**config.mk**
```make
export PLATFORM = sky130hd
export DESIGN_NAME = hub75_bcm_timer
export DESIGN_NICKNAME = d
export VERILOG_FILES = /design/src/rtl/hub75_pkg.sv /design/src/rtl/hub75_down_counter.sv /design/src/rtl/hub75_bcm_timer.sv
export SDC_FILE = /design/constraint.sdc
export NUM_CORES = 1
export LEC_CHECK = 0
export BUFFER_PORTS_ARGS = -buffer_cell sky130_fd_sc_hd__buf_4
export CAP_MARGIN = 20
export CORE_MARGIN = 2
export CORE_UTILIZATION = 40
export DETAILED_ROUTE_END_ITERATION = 10
export PLACE_DENSITY = 0.59
export SETUP_SLACK_MARGIN = 0.3
export SLEW_MARGIN = 0
export SYNTH_ARGS = -nofsm -noshare
export SYNTH_HDL_FRONTEND = slang
export SYNTH_HIERARCHICAL = 1
export SYNTH_SLANG_ARGS = --single-unit
```
**constraint.sdc**
```tcl
create_clock -name clk -period 7.6 [get_ports clk]
set_clock_uncertainty 0.15 [all_clocks]
set_input_delay 1.14 -clock clk [delete_from_list [all_inputs] [get_ports clk]]
set_output_delay 1.14 -clock clk [all_outputs]
set_load 0.1 [all_outputs]
```
**src/rtl/hub75_pkg.sv**
```systemverilog
// -----------------------------------------------------------------------------
// hub75_pkg
// Shared types and sizing helpers for the HUB75 output stage.
//   hub75_bcm_state_t : states of the BCM display scheduler
//   out_rows()        : physical row count driven per segment
//   pix_bit_width()   : width of a bit-plane index
//   addr_width()      : width of the HUB75 row address (A..E)
// -----------------------------------------------------------------------------
package hub75_pkg;

   typedef enum logic [2:0] {
      IDLE,
      PRE_BLANK,
      LATCH,
      POST_BLANK,
      DISPLAY,
      STALL
   } hub75_bcm_state_t;

   function automatic int out_rows(input int vpixel, input int segments);
      return vpixel / segments;
   endfunction

   function automatic int pix_bit_width(input int bpp);
      return (bpp > 1) ? $clog2(bpp) : 1;
   endfunction

   function automatic int addr_width(input int rows);
      return (rows > 1) ? $clog2(rows) : 1;
   endfunction

endpackage

```
**src/rtl/hub75_down_counter.sv**
```systemverilog
// -----------------------------------------------------------------------------
// hub75_down_counter
// Loadable down-counter with a zero flag. A load of N-1 followed by
// decrements gives a phase of exactly N cycles, ending on the cycle where
// zero is high.
//   clk, rst   : clock, synchronous active-high reset
//   load       : load load_value (has priority over dec)
//   load_value : value to load
//   dec        : decrement by one; saturates at zero
//   zero       : count is zero
// -----------------------------------------------------------------------------
module hub75_down_counter #(
   parameter int width_p = 8
) (
   input  logic               clk,
   input  logic               rst,
   input  logic               load,
   input  logic [width_p-1:0] load_value,
   input  logic               dec,
   output logic               zero
);

   logic [width_p-1:0] count;

   // NOTE: state registers use non-blocking assignments so every flop
   // samples the pre-edge values, independent of block evaluation order.
   always_ff @(posedge clk) begin
      if (rst) begin
         count <= '0;
      end else if (load) begin
         count <= load_value;
      end else if (dec && (count != '0)) begin
         count <= count - width_p'(1);
      end
   end

   assign zero = (count == '0);

endmodule

```
**src/rtl/hub75_bcm_timer.sv**
```systemverilog
// -----------------------------------------------------------------------------
// hub75_bcm_timer
// Binary-coded-modulation scheduler for the HUB75 output stage. For every
// line the shift datapath offers it blanks the panel, pulses LAT, updates the
// row address, blanks again and then enables the LEDs for
// max(base_cycles,1) << pix_bit cycles.
//   clk, rst       : clock, synchronous active-high reset
//   i_en           : timer enable from hub75_control
//   i_line_valid   : shift register holds a complete line (level)
//   i_pix_bit      : bit plane of the pending line
//   i_base_cycles  : display cycles for plane 0 (0 behaves as 1)
//   o_line_ack     : one-cycle pulse, line latched and shift register free
//   o_lat          : HUB75 LAT
//   o_oe_n         : HUB75 OE, active low
//   o_addr         : HUB75 row address
//   o_blanking     : copy of o_oe_n for hub75_control
//   o_underflow    : one-cycle pulse when a display period ends unfed
// All outputs are registered.
// -----------------------------------------------------------------------------
module hub75_bcm_timer
   import hub75_pkg::*;
#(
   parameter int vpixel_p   = 64,
   parameter int segments_p = 2,
   parameter int bpp_p      = 8,
   parameter int base_wd_p  = 16,
   parameter int dead_p     = 4
) (
   input  logic                                               clk,
   input  logic                                               rst,
   input  logic                                               i_en,
   input  logic                                               i_line_valid,
   input  logic [pix_bit_width(bpp_p)-1:0]                    i_pix_bit,
   input  logic [base_wd_p-1:0]                               i_base_cycles,
   output logic                                               o_line_ack,
   output logic                                               o_lat,
   output logic                                               o_oe_n,
   output logic [addr_width(out_rows(vpixel_p,segments_p))-1:0] o_addr,
   output logic                                               o_blanking,
   output logic                                               o_underflow
);

   localparam int out_rows_p      = out_rows(vpixel_p, segments_p);
   localparam int pix_bit_width_p = pix_bit_width(bpp_p);
   localparam int addr_wd_p       = addr_width(out_rows_p);
   // Widest on-time is (2^base_wd_p - 1) << (bpp_p - 1), so this never wraps.
   localparam int cnt_wd_p        = base_wd_p + bpp_p - 1;

   hub75_bcm_state_t           state;
   logic                       first;
   logic [pix_bit_width_p-1:0] bit_q;
   logic [base_wd_p-1:0]       base_q;

   logic                cnt_load;
   logic                cnt_dec;
   logic                cnt_zero;
   logic [cnt_wd_p-1:0] cnt_value;
   logic [cnt_wd_p-1:0] dead_value;
   logic [cnt_wd_p-1:0] display_value;

   // Phases of length N load N-1 and end when the counter reads zero.
   assign dead_value    = cnt_wd_p'(dead_p - 1);
   assign display_value = (cnt_wd_p'(base_q) << bit_q) - cnt_wd_p'(1);

   // The one counter is reloaded at every phase boundary: dead time on line
   // acceptance and after LATCH, the display length once post-blank expires.
   // NOTE: every always_comb output gets a default first, so no path can
   // leave it unassigned and infer a latch.
   always_comb begin
      cnt_load  = 1'b0;
      cnt_dec   = 1'b0;
      cnt_value = dead_value;
      case (state)
         IDLE, STALL: cnt_load = i_en && i_line_valid;
         PRE_BLANK:   cnt_dec  = !cnt_zero;
         LATCH:       cnt_load = 1'b1;
         POST_BLANK: begin
            if (cnt_zero) begin
               cnt_load  = 1'b1;
               cnt_value = display_value;
            end else begin
               cnt_dec = 1'b1;
            end
         end
         DISPLAY: begin
            if (cnt_zero) cnt_load = i_en && i_line_valid;
            else          cnt_dec  = 1'b1;
         end
         default: ;
      endcase
   end

   hub75_down_counter #(
      .width_p (cnt_wd_p)
   ) u_counter (
      .clk        (clk),
      .rst        (rst),
      .load       (cnt_load),
      .load_value (cnt_value),
      .dec        (cnt_dec),
      .zero       (cnt_zero)
   );

   // Outputs are set on the transition into a state, so o_lat/o_line_ack are
   // high exactly during LATCH and o_oe_n is low exactly during DISPLAY.
   always_ff @(posedge clk) begin
      if (rst) begin
         state       <= IDLE;
         first       <= 1'b1;
         bit_q       <= '0;
         base_q      <= base_wd_p'(1);
         o_addr      <= '0;
         o_oe_n      <= 1'b1;
         o_lat       <= 1'b0;
         o_line_ack  <= 1'b0;
         o_underflow <= 1'b0;
      end else begin
         o_lat       <= 1'b0;
         o_line_ack  <= 1'b0;
         o_underflow <= 1'b0;
         case (state)
            IDLE: begin
               if (i_en && i_line_valid) state <= PRE_BLANK;
            end
            PRE_BLANK: begin
               if (cnt_zero) begin
                  state      <= LATCH;
                  o_lat      <= 1'b1;
                  o_line_ack <= 1'b1;
               end
            end
            LATCH: begin
               bit_q  <= i_pix_bit;
               base_q <= (i_base_cycles == '0) ? base_wd_p'(1) : i_base_cycles;
               // Plane 0 opens a new row, except for the very first line
               // after enable, which belongs to row 0.
               if ((i_pix_bit == '0) && !first) begin
                  o_addr <= (o_addr == addr_wd_p'(out_rows_p - 1)) ? '0
                                                                    : o_addr + addr_wd_p'(1);
               end
               first <= 1'b0;
               state <= POST_BLANK;
            end
            POST_BLANK: begin
               if (cnt_zero) begin
                  state  <= DISPLAY;
                  o_oe_n <= 1'b0;
               end
            end
            DISPLAY: begin
               if (cnt_zero) begin
                  o_oe_n <= 1'b1;
                  if (!i_en) begin
                     state <= IDLE;
                     first <= 1'b1;
                  end else if (i_line_valid) begin
                     state <= PRE_BLANK;
                  end else begin
                     state       <= STALL;
                     o_underflow <= 1'b1;
                  end
               end
            end
            STALL: begin
               if (i_en && i_line_valid) state <= PRE_BLANK;
               else if (!i_en)           state <= IDLE;
            end
            default: state <= IDLE;
         endcase
      end
   end

   assign o_blanking = o_oe_n;

endmodule

```
==> results of run 1 <==
[routing by layer]
layer	share of wire (%)	track usage, %	wire (um)	vias up
li1	-	-	-	1988
met1	47	23.8	4870	1855
met2	48	33.1	4990	71
met3	3.1	3.13	320	7
met4	1.1	6.02	112	0
met5	0	0	0	-
[layout make-up]
type	count	area, um2
fill	1028	5690
multi-input combinational	435	2850
sequential	54	1080
timing repair buffer	36	270
tap	136	170
clock buffer	7	76.3
inverter	18	67.6
clock inverter	1	30.0
[synthesized netlist by cell type, types with 4 or more instances]
| library cell | n | area share [%] |
|---|---|---|
| or3_1 | 6 | 0.90 |
| xnor2_1 | 11 | 2.3 |
| mux2i_1 | 17 | 4.1 |
| buf_2 | 4 | 0.48 |
| xor2_1 | 19 | 4.0 |
| a211o_1 | 4 | 0.84 |
| a211oi_1 | 15 | 2.7 |
| and4_1 | 4 | 0.84 |
| o211ai_1 | 5 | 0.90 |
| nor4_1 | 7 | 1.1 |
| nand2b_1 | 7 | 1.1 |
| a311oi_1 | 4 | 0.84 |
| nand2_1 | 70 | 6.3 |
| o31ai_1 | 5 | 0.90 |
| mux2_2 | 8 | 2.2 |
| ha_1 | 4 | 1.2 |
| dfxtp_1 | 54 | 26 |
| a21oi_1 | 44 | 5.3 |
| and2_1 | 8 | 1.2 |
| a2111oi_0 | 5 | 1.1 |
| inv_1 | 17 | 1.5 |
| and3_1 | 6 | 0.90 |
| mux4_2 | 8 | 4.3 |
| o21ai_0 | 16 | 1.9 |
| nor2_1 | 68 | 6.1 |
| nor4_2 | 5 | 1.5 |
| clkbuf_1 | 28 | 2.5 |
| nand4_1 | 9 | 1.4 |
| nor3_1 | 16 | 1.9 |
| nand3_1 | 9 | 1.1 |
[flip-flops by register name, indices dropped and copies added, names as in the netlist]
register and flops:
o_addr 5, state 3, o_lat 1, o_underflow 1
bit_q 3, base_q 16, o_blanking 1, u_counter/count 23
first 1
[worst paths after layout]
kind | end | slack [ns] | start
setup reg to reg | u_counter/count[13]$_SDFFE_PP0P_ | 3.05 | u_counter/count[10]$_SDFFE_PP0P_
hold reg to reg | first$_SDFFE_PP1P_ | 0.34 | first$_SDFFE_PP1P_
setup / recovery | u_counter/count[13]$_SDFFE_PP0P_ | 3.05 | u_counter/count[10]$_SDFFE_PP0P_
hold / removal | first$_SDFFE_PP1P_ | 0.34 | first$_SDFFE_PP1P_
[power groups by stage]
stage | logic, mW | registers, mW | clock network (mW)
6_report | 0.519 | 0.393 | 0.195
4_1_cts | 0.515 | 0.392 | 0.202
3_5_place_dp | 0.511 | 0.399 | 0
2_1_floorplan | 0.417 | 0.382 | 0
5_1_grt | 0.581 | 0.402 | 0.215
3_3_place_gp | 0.506 | 0.397 | 0
[kinds of logic (layout without fill, tap and decap cells)]
logic type               count (synthesis)  after routing  synth area share, %
AO/OA/AOI/OAI                          131            131                 21.1
XOR/XNOR                                30             30                 6.30
adder cells (fa/ha/maj)                  4              4                 1.20
buffers and inverters                   57             62                 5.70
flip-flops                              54             54                 25.9
multiplexers                            34             34                 10.9
AND/OR/NAND/NOR                        236            236                 28.8
[placed cells by master (no fill, tap or decap), drive strengths merged, types with 11 or more instances in the layout]
cell type  instances
nor4              12
a21oi             44
inv               18
xor2              19
nor2              68
a211oi            15
dfxtp             54
xnor2             11
nand2             71
o21ai             16
nor3              17
mux2i             18
buf               36
[worst register-to-register path, delay by kind of cell (launching register included)]
kind / cells / cell delay, ns
buffers and inverters: 2 / 0.83
DFF: 1 / 0.34
and+or+nand+nor: 6 / 2.74
AOI/OAI and AO/OA: 2 / 0.39
==> flow_summary_export.csv, run 1 <==
group,metric,value,unit
synth,ys.flop_type,"dfxtp_1",
place,dp_cells,679,
pwr,clockPowerShare,17.6,%
clock_network,holdBufCountCts,0,
synth,yosys_register_bits,54,
worst_setup_path,max_stage_delay,0.72,ns
pwr,ir_drop,0.181,mV
timing,fin_crit_sh,59.8,%
clock_network,cts_setup_buffers,0,
synth,syn_area,4170,um2
pwr,power_switching,477,uW
timing,slew-limit-headroom,38.4,%
layout,fin_cells,687,
floorplanning,io_pins,33,
floorplanning,dieWidth,106,um
layout,n_antenna_cell,0,
place,place_ws,3.12,ns
synth,syn_nets,573,
grt,grt_overflow,0,
timing,setup-violations-final,0,
hold_path,hold_depth,1,
timing,worst_hold_slack,0.339,ns
routing,drtIter0Drc,188,
floorplanning,core-area,10200,um2
floorplanning,placementRows,37,
worst_setup_path,worst-path-buf-inv,2,
timing,rsz0062_at_grt,"no",
routing,drt_wl_total,10300,um
place,gp_congestion,0.867,
synth,synth.avg_cell_area,7.63,um2
clock_network,tritoncts,"built",
flow_run,cap_viol_max_count,0,
clock_network,insertion_delay,0.32,ns
layout,drive_gt1_share,14.2,%
worst_setup_path,cp_cell_sequence,"nor4_1 > nand4_1 > nor2_1 > nor2b_1 > a221oi_1 > nor2_1 > inv_1 > buf_4 > and4_1 > a2111oi_0",
grt,grt_max_degree,55,
synth,yosysSeqAreaShare,25.9,%
hold_path,hp-class,"register to register",
worst_setup_path,critical_path_required,7.67,ns
clock_network,cts_repair_resize_count,0,
timing,slew_viol_final,0,
place,hpwl,7510,um
grt,grt_pass1_vias,3803,
routing,firstDrtPassIters,5,
place,portBuffers,32,
worst_setup_path,crit_type,"register to register",
timing,max_freq,0.220,GHz
clock_network,htreeDepth,2,
worst_setup_path,endpoint_kind,"register",
pwr,p_leak,1.58,nW
worst_setup_path,worst-path-max-fanout,21,
floorplanning,start_util,40.7,%
worst_setup_path,crit_path_frequent_cell,"nor2_1",
clock_network,clkSinkCount,54,
timing,tns,0,ns
worst_setup_path,path_depth,10,
timing,fin_ws,3.05,ns
grt,track_usage,19.0,%
routing,wl_per_cell,15.0,um
pwr,seqPwrFrac,35.5,%
timing,tightest_slew,0.920,ns
pwr,switching_share,43.1,%
worst_setup_path,arrival,4.61,ns
routing,routed_via_density,5.71,
clock_network,cts_buffer_depth,2,
layout,area_growth_syn_to_layout,9.04,%
grt,antenna_found_initial,0,
synth,synthDistinctLibCells,69,
routing,drc,0,
clock_network,cts-root-buf,"clkbuf_8",
layout,post-route-util,44.4,%
run_status,status,"complete, no violations",
worst_setup_path,cp_slowest_cell,"nor2_1",
synth,synth_cells,546,
layout,nets,577,
timing,period_needed,4.55,ns
routing,vias,3921,
synth,synth_edf_count,0,
grt,grt_pass1_wl,17700,um
pwr,power,1.11,mW
layout,fin_area,4540,um2
clock_network,cts.clk_slew.worst_paths,0.10,ns
worst_setup_path,r2r_cells,10,
worst_setup_path,critPathTopFamily,"simple AND/OR/NAND/NOR gates",
pwr,combPwrFrac,46.9,%
pwr,p_per_area,244,nW/um2
routing,drtAntennaViolNets,0,
floorplanning,dieArea,11300,um2
clock_network,numCtsBuffers,5,
worst_setup_path,cp-start-kind,"register",
synth,yosys_warnings,6,
floorplanning,die_h,106,um
pwr,intPower,630,uW
timing,finalHoldViolations,0,
place,placed_area,4440,um2
synth,async_flop_share,0,%
Note: power is estimated with default switching activity, not from simulation.
==> inputs of run 2 (changes only) <==
clock period = 4.3 ns   (was 7.6 ns; I/O delays follow)
==> run 2 against run 1 <==
  * Cell area increased by 1.3%
  * Hold slack got worse by 0.0043 ns
  * Critical endpoint is now u_counter/count[17]$_SDFFE_PP0P_
  * Clock power increased by 82%
  * Sequential share of layout area decreased by 0.28 points
  * Die area unchanged
  * First-iteration DRC count increased by 24%
  * Sequential cell count unchanged
  * Highest routed layer unchanged
  * Largest cell class unchanged
==> flow_summary_export.csv, run 2 (same netlist as run 1, synthesis figures left out) <==
group,metric,value,unit
worst_setup_path,rr_endpoint,"u_counter/count[17]$_SDFFE_PP0P_",
layout,fin_area,4600,um2
place,hpwl,7740,um
place,gp_congestion,0.895,
timing,period_needed,3.60,ns
pwr,p_per_area,440,nW/um2
routing,drtAntennaViolNets,0,
routing,vias,3957,
clock_network,numCtsBuffers,5,
floorplanning,die_h,106,um
floorplanning,placementRows,37,
worst_setup_path,worst-path-max-fanout,19,
floorplanning,start_util,40.7,%
run_status,status,"complete, no violations",
layout,layout_common_cells,"nand2_1 (70), nor2_1 (67), dfxtp_1 (53)",
floorplanning,io_pins,33,
layout,final_common_cell,"nand2_1",
worst_setup_path,cp-start-kind,"register",
routing,drt_wl_total,10400,um
layout,nets,584,
clock_network,cts-root-buf,"clkbuf_8",
grt,grt_pass1_wl,18100,um
layout,regMostFlops,"u_counter/count",
worst_setup_path,critical_path_required,4.33,ns
pwr,p_leak,1.61,nW
timing,slew_viol_final,0,
clock_network,cts_buffer_depth,2,
timing,setup-violations-final,0,
place,placed_area,4490,um2
timing,tightest_slew,0.856,ns
floorplanning,core-area,10200,um2
timing,finalHoldViolations,0,
worst_setup_path,cp_cell_sequence,"buf_4 > mux2_2 > mux2_2 > o31ai_1 > o211ai_1 > nor3_1 > xnor2_1 > nor2_1 > inv_1 > a2111oi_0",
worst_setup_path,rrSetupSlack,0.70,ns
routing,firstDrtPassIters,4,
clock_network,holdBufCountCts,0,
floorplanning,dieWidth,106,um
timing,max_freq,0.278,GHz
layout,n_antenna_cell,0,
worst_setup_path,crit_start,"bit_q[1]$_SDFFE_PP0P_",
worst_setup_path,r2r_cells,10,
worst_setup_path,crit_type,"register to register",
layout,area_growth_syn_to_layout,10.5,%
clock_network,cts.clk_slew.worst_paths,0.11,ns
hold_path,hold_depth,1,
flow_run,cap_viol_max_count,0,
layout,reg.largest.list,"u_counter/count x23, base_q x16, o_addr x5",
layout,drive_gt1_share,15.8,%
layout,fillCellCount,1053,
floorplanning,dieArea,11300,um2
clock_network,insertion_delay,0.32,ns
clock_network,htreeDepth,2,
worst_setup_path,crit_path_frequent_cell,"mux2_2",
worst_setup_path,critPathCapture,"u_counter/count[17]$_SDFFE_PP0P_",
grt,antenna_found_initial,0,
place,place_ws,0.469,ns
timing,slew-limit-headroom,42.7,%
grt,grt_overflow,0,
pwr,ir_drop,0.242,mV
routing,drc,0,
timing,rsz0062_at_grt,"no",
timing,fin_ws,0.703,ns
layout,regArea,1080,um2
worst_setup_path,max_stage_delay,0.61,ns
pwr,power,2.03,mW
routing,wl_per_cell,15.0,um
grt,grt_pass1_vias,3873,
layout,multi_input_area,2850,um2
timing,fin_crit_sh,83.6,%
grt,grt_max_degree,55,
hold_path,hp-class,"register to register",
timing,tns,0,ns
grt,track_usage,19.3,%
clock_network,clkSinkCount,54,
layout,largest_reg_flops,23,
worst_setup_path,r2r_start,"bit_q[1]$_SDFFE_PP0P_",
clock_network,tritoncts,"built",
routing,routed_via_density,5.70,
place,portBuffers,32,
worst_setup_path,endpoint_kind,"register",
worst_setup_path,cp_slowest_cell,"dfxtp_2",
routing,drtIter0Drc,234,
worst_setup_path,arrival,3.63,ns
==> run 2: cell count changes in the layout (fill, tap and decap cells not counted), sizes merged <==
| cell | change |
|---|---|
| clkbuf | -1 |
| clkinvlp | +1 |
| buf | +7 |
==> run 2: report_power, final <==
group | internal [mW] | switching [mW]
Sequential | 0.587 | 0.113
Clock | 0.174 | 0.180
Combinational | 0.392 | 0.580
Total | 1.15 | 0.872
==> run 2: layer usage <==
metal	vias to the layer above	track usage, %	wire [um]	share of wire (%)
li1	2005	-	-	-
met1	1861	25.6	4990	48
met2	76	33.2	4910	47
met3	15	2.39	373	3.6
met4	0	5.17	144	1.4
met5	-	0	0	0
==> run 2: area by class of cell <==
class / instances / area share (%)
clock buffers: 6 / 1.58
clock inverters: 2 / 0.815
flip-flops and latches: 54 / 23.5
inverters: 18 / 1.47
well taps: 136 / 3.70
multi-input cells: 435 / 61.9
repair buffers: 43 / 7.01
==> run 2: worst min path at each step <==
stage	from	end	slack (ns)
6_report	first$_SDFFE_PP1P_	first$_SDFFE_PP1P_	0.33
2_1_floorplan	first$_SDFFE_PP1P_	first$_SDFFE_PP1P_	0.29
4_1_cts	i_line_valid	o_underflow$_SDFF_PP0_	0.33
3_5_place_dp	first$_SDFFE_PP1P_	first$_SDFFE_PP1P_	0.32
5_1_grt	i_line_valid	o_underflow$_SDFF_PP0_	0.34
3_3_place_gp	first$_SDFFE_PP1P_	first$_SDFFE_PP1P_	0.31
==> run 2: critical path: cells and delay by family (launching register included) <==
kind / cells / cell delay (ns)
muxes: 2 / 0.63
buffers and inverters: 2 / 0.34
and+or+nand+nor: 2 / 0.45
DFF: 1 / 0.61
xor gates and xnor gates: 1 / 0.10
AOI/OAI and AO/OA: 3 / 1.18
==> run 2: through the flow <==
step	hold WS, ns	cells	utilization (%)
after detailed placement	0.318	686	43.9
after global placement	0.314	686	43.9
after global routing	0.345	694	45.0
after CTS	0.335	694	45.0
final	0.335	694	45.0
after floorplan	0.287	546	-
==> run 2: what timing repair did <==
action / in CTS / in global routing
setup buffers: 0 / 0
endpoints found under the setup margin: 0 / 11
resized for setup: 0 / 2
==> inputs of run 3 (changes only) <==
PLACE_DENSITY = 0.61   (was 0.59)
clock period = 2.92 ns   (was 4.3 ns; I/O delays follow)
==> run 3 against run 2 <==
  * Total power up 67%
  * Sequential power increased by 49%
  * Die area is the same
  * Cell area is 20% higher
  * Sequential cell count stayed put
  * Sequential share of layout area shrank 3.6 points
  * Cell count grew 7.8%
  * Via count is 8.5% higher
  * Non-clock buffer count up 53
  * Clock-buffer cell count rose by 1
  * Clock power is 35% higher
==> flow_summary_export.csv, run 3 (same netlist as run 1, synthesis figures left out) <==
group,metric,value,unit
floorplanning,dieArea,11300,um2
worst_setup_path,cp-start-kind,"register",
timing,slew-limit-headroom,54.7,%
worst_setup_path,endpoint_kind,"register",
floorplanning,io_pins,33,
grt,grt_max_degree,55,
worst_setup_path,crit_type,"register to register",
timing,tightest_slew,0.678,ns
layout,layout_common_cells,"buf_4 (84), nand2_1 (69), nor2_1 (62)",
flow_run,cap_viol_max_count,0,
floorplanning,core-area,10200,um2
layout,fin_area,5500,um2
clock_network,insertion_delay,0.31,ns
layout,area_growth_syn_to_layout,32.1,%
floorplanning,dieWidth,106,um
clock_network,cts_buffer_depth,2,
pwr,power_switching,1.45,mW
floorplanning,start_util,40.7,%
grt,grt_pass1_vias,3990,
pwr,seqPwrFrac,30.8,%
pwr,p_per_area,613,nW/um2
worst_setup_path,arrival,2.94,ns
pwr,p_leak,1.98,nW
routing,wl_per_cell,15.7,um
routing,drt_wl_total,11800,um
pwr,ir_drop,0.395,mV
routing,drc,0,
pwr,combPwrFrac,55.0,%
grt,grt_overflow,0,
routing,firstDrtPassIters,4,
layout,drive_gt1_share,32.5,%
timing,setup-violations-final,0,
grt,antenna_found_initial,0,
routing,drtAntennaViolNets,0,
place,placed_area,4850,um2
clock_network,tritoncts,"built",
worst_setup_path,worst-path-max-fanout,6,
routing,drtIter0Drc,198,
place,portBuffers,32,
routing,vias,4293,
place,place_ws,-0.0934,ns
layout,nets,638,
worst_setup_path,critical_path_required,2.97,ns
pwr,intPower,1.93,mW
floorplanning,die_h,106,um
timing,tns,0,ns
clock_network,clkSinkCount,54,
place,gp_congestion,0.927,
timing,period_needed,2.88,ns
timing,finalHoldViolations,0,
routing,routed_via_density,5.74,
timing,rsz0062_at_grt,"yes",
floorplanning,placementRows,37,
timing,fin_crit_sh,98.7,%
pwr,clockPowerShare,14.2,%
grt,grt_pass1_wl,18900,um
hold_path,hp-class,"input pin to register",
layout,final_common_cell,"buf_4",
clock_network,cts-root-buf,"clkbuf_8",
timing,slew_viol_final,0,
hold_path,hold_path_startpoint,"i_line_valid",
clock_network,numCtsBuffers,5,
worst_setup_path,crit_start,"bit_q[1]$_SDFFE_PP0P_",
timing,fin_ws,0.0366,ns
layout,largest_reg_flops,23,
layout,n_antenna_cell,0,
place,hpwl,8080,um
layout,reg.largest.list,"u_counter/count x23, base_q x16, o_addr x5",
clock_network,holdBufCountCts,0,
clock_network,cts.clk_slew.worst_paths,0.11,ns
clock_network,htreeDepth,2,
timing,max_freq,0.347,GHz
grt,track_usage,20.2,%
layout,regMostFlops,"u_counter/count",
pwr,switching_share,42.8,%
run_status,status,"complete, no violations",
worst_setup_path,r2r_start,"bit_q[1]$_SDFFE_PP0P_",
## run 3: cell types whose count changed in the layout (fill, tap and decap cells not counted), sizes merged
cell	change
clkinv	+1
bufinv	-1
clkbuf	+3
clkinvlp	-1
dlymetal6s2s	+1
buf	+50
or3	+1
## run 3: power groups by stage
stage | sequential (mW) | clock (mW) | combinational (mW)
6_report | 1.04 | 0.479 | 1.86
5_1_grt | 1.06 | 0.529 | 2.02
4_1_cts | 1.03 | 0.490 | 1.69
3_5_place_dp | 1.04 | 0 | 1.66
3_3_place_gp | 1.04 | 0 | 1.64
2_1_floorplan | 1.01 | 0 | 1.22
## run 3: worst paths after layout
kind | end | slack, ns | cells past startpoint
max | u_counter/count[21]$_SDFFE_PP0P_ | 0.04 | 10
min | o_underflow$_SDFF_PP0_ | 0.14 | 2
max reg2reg | u_counter/count[21]$_SDFFE_PP0P_ | 0.04 | 10
min reg2reg | first$_SDFFE_PP1P_ | 0.36 | 1
## run 3: stage by stage
step	hold WS [ns]	total power, mW	utilization [%]	std cells
final	0.143	3.38	53.8	748
after global routing	0.135	3.61	53.8	748
after CTS	0.132	3.21	49.8	733
after detailed placement	0.337	2.70	47.4	715
after global placement	0.330	2.68	47.4	715
after floorplan	0.287	2.23	-	546
## run 3: final cells by class
class,instances,area [um2]
clock buffer,7,96.3
clock inverter,1,8.76
fill,958,4730
inverter,18,67.6
multi-input combinational,436,3240
sequential,54,1100
tap,136,170
timing repair buffer,96,825
## run 3: layer usage
metal	wire [um]	GRT usage [%]
met1	5480	27.1
met2	5850	35.3
met3	313	2.33
met4	130	3.67
met5	0	0
## run 3: repair_timing
action,CTS,global route
hold endpoints to repair,0,0
resized for setup,15,55
endpoints found under the setup margin,16,23
cloned,2,3
buffers inserted,8,12
pin swaps,7,19
## run 3: worst max-delay path, cell delays in order (launching register included)
cell and delay, ns:
dfxtp_4 0.40, buf_12 0.13, mux4_2 0.53, mux2i_2 0.19, nand4_1 0.15, or3b_4 0.47, nor4_2 0.20, xor2_1 0.22
nor2_1 0.07, o21bai_1 0.21, a31oi_1 0.07
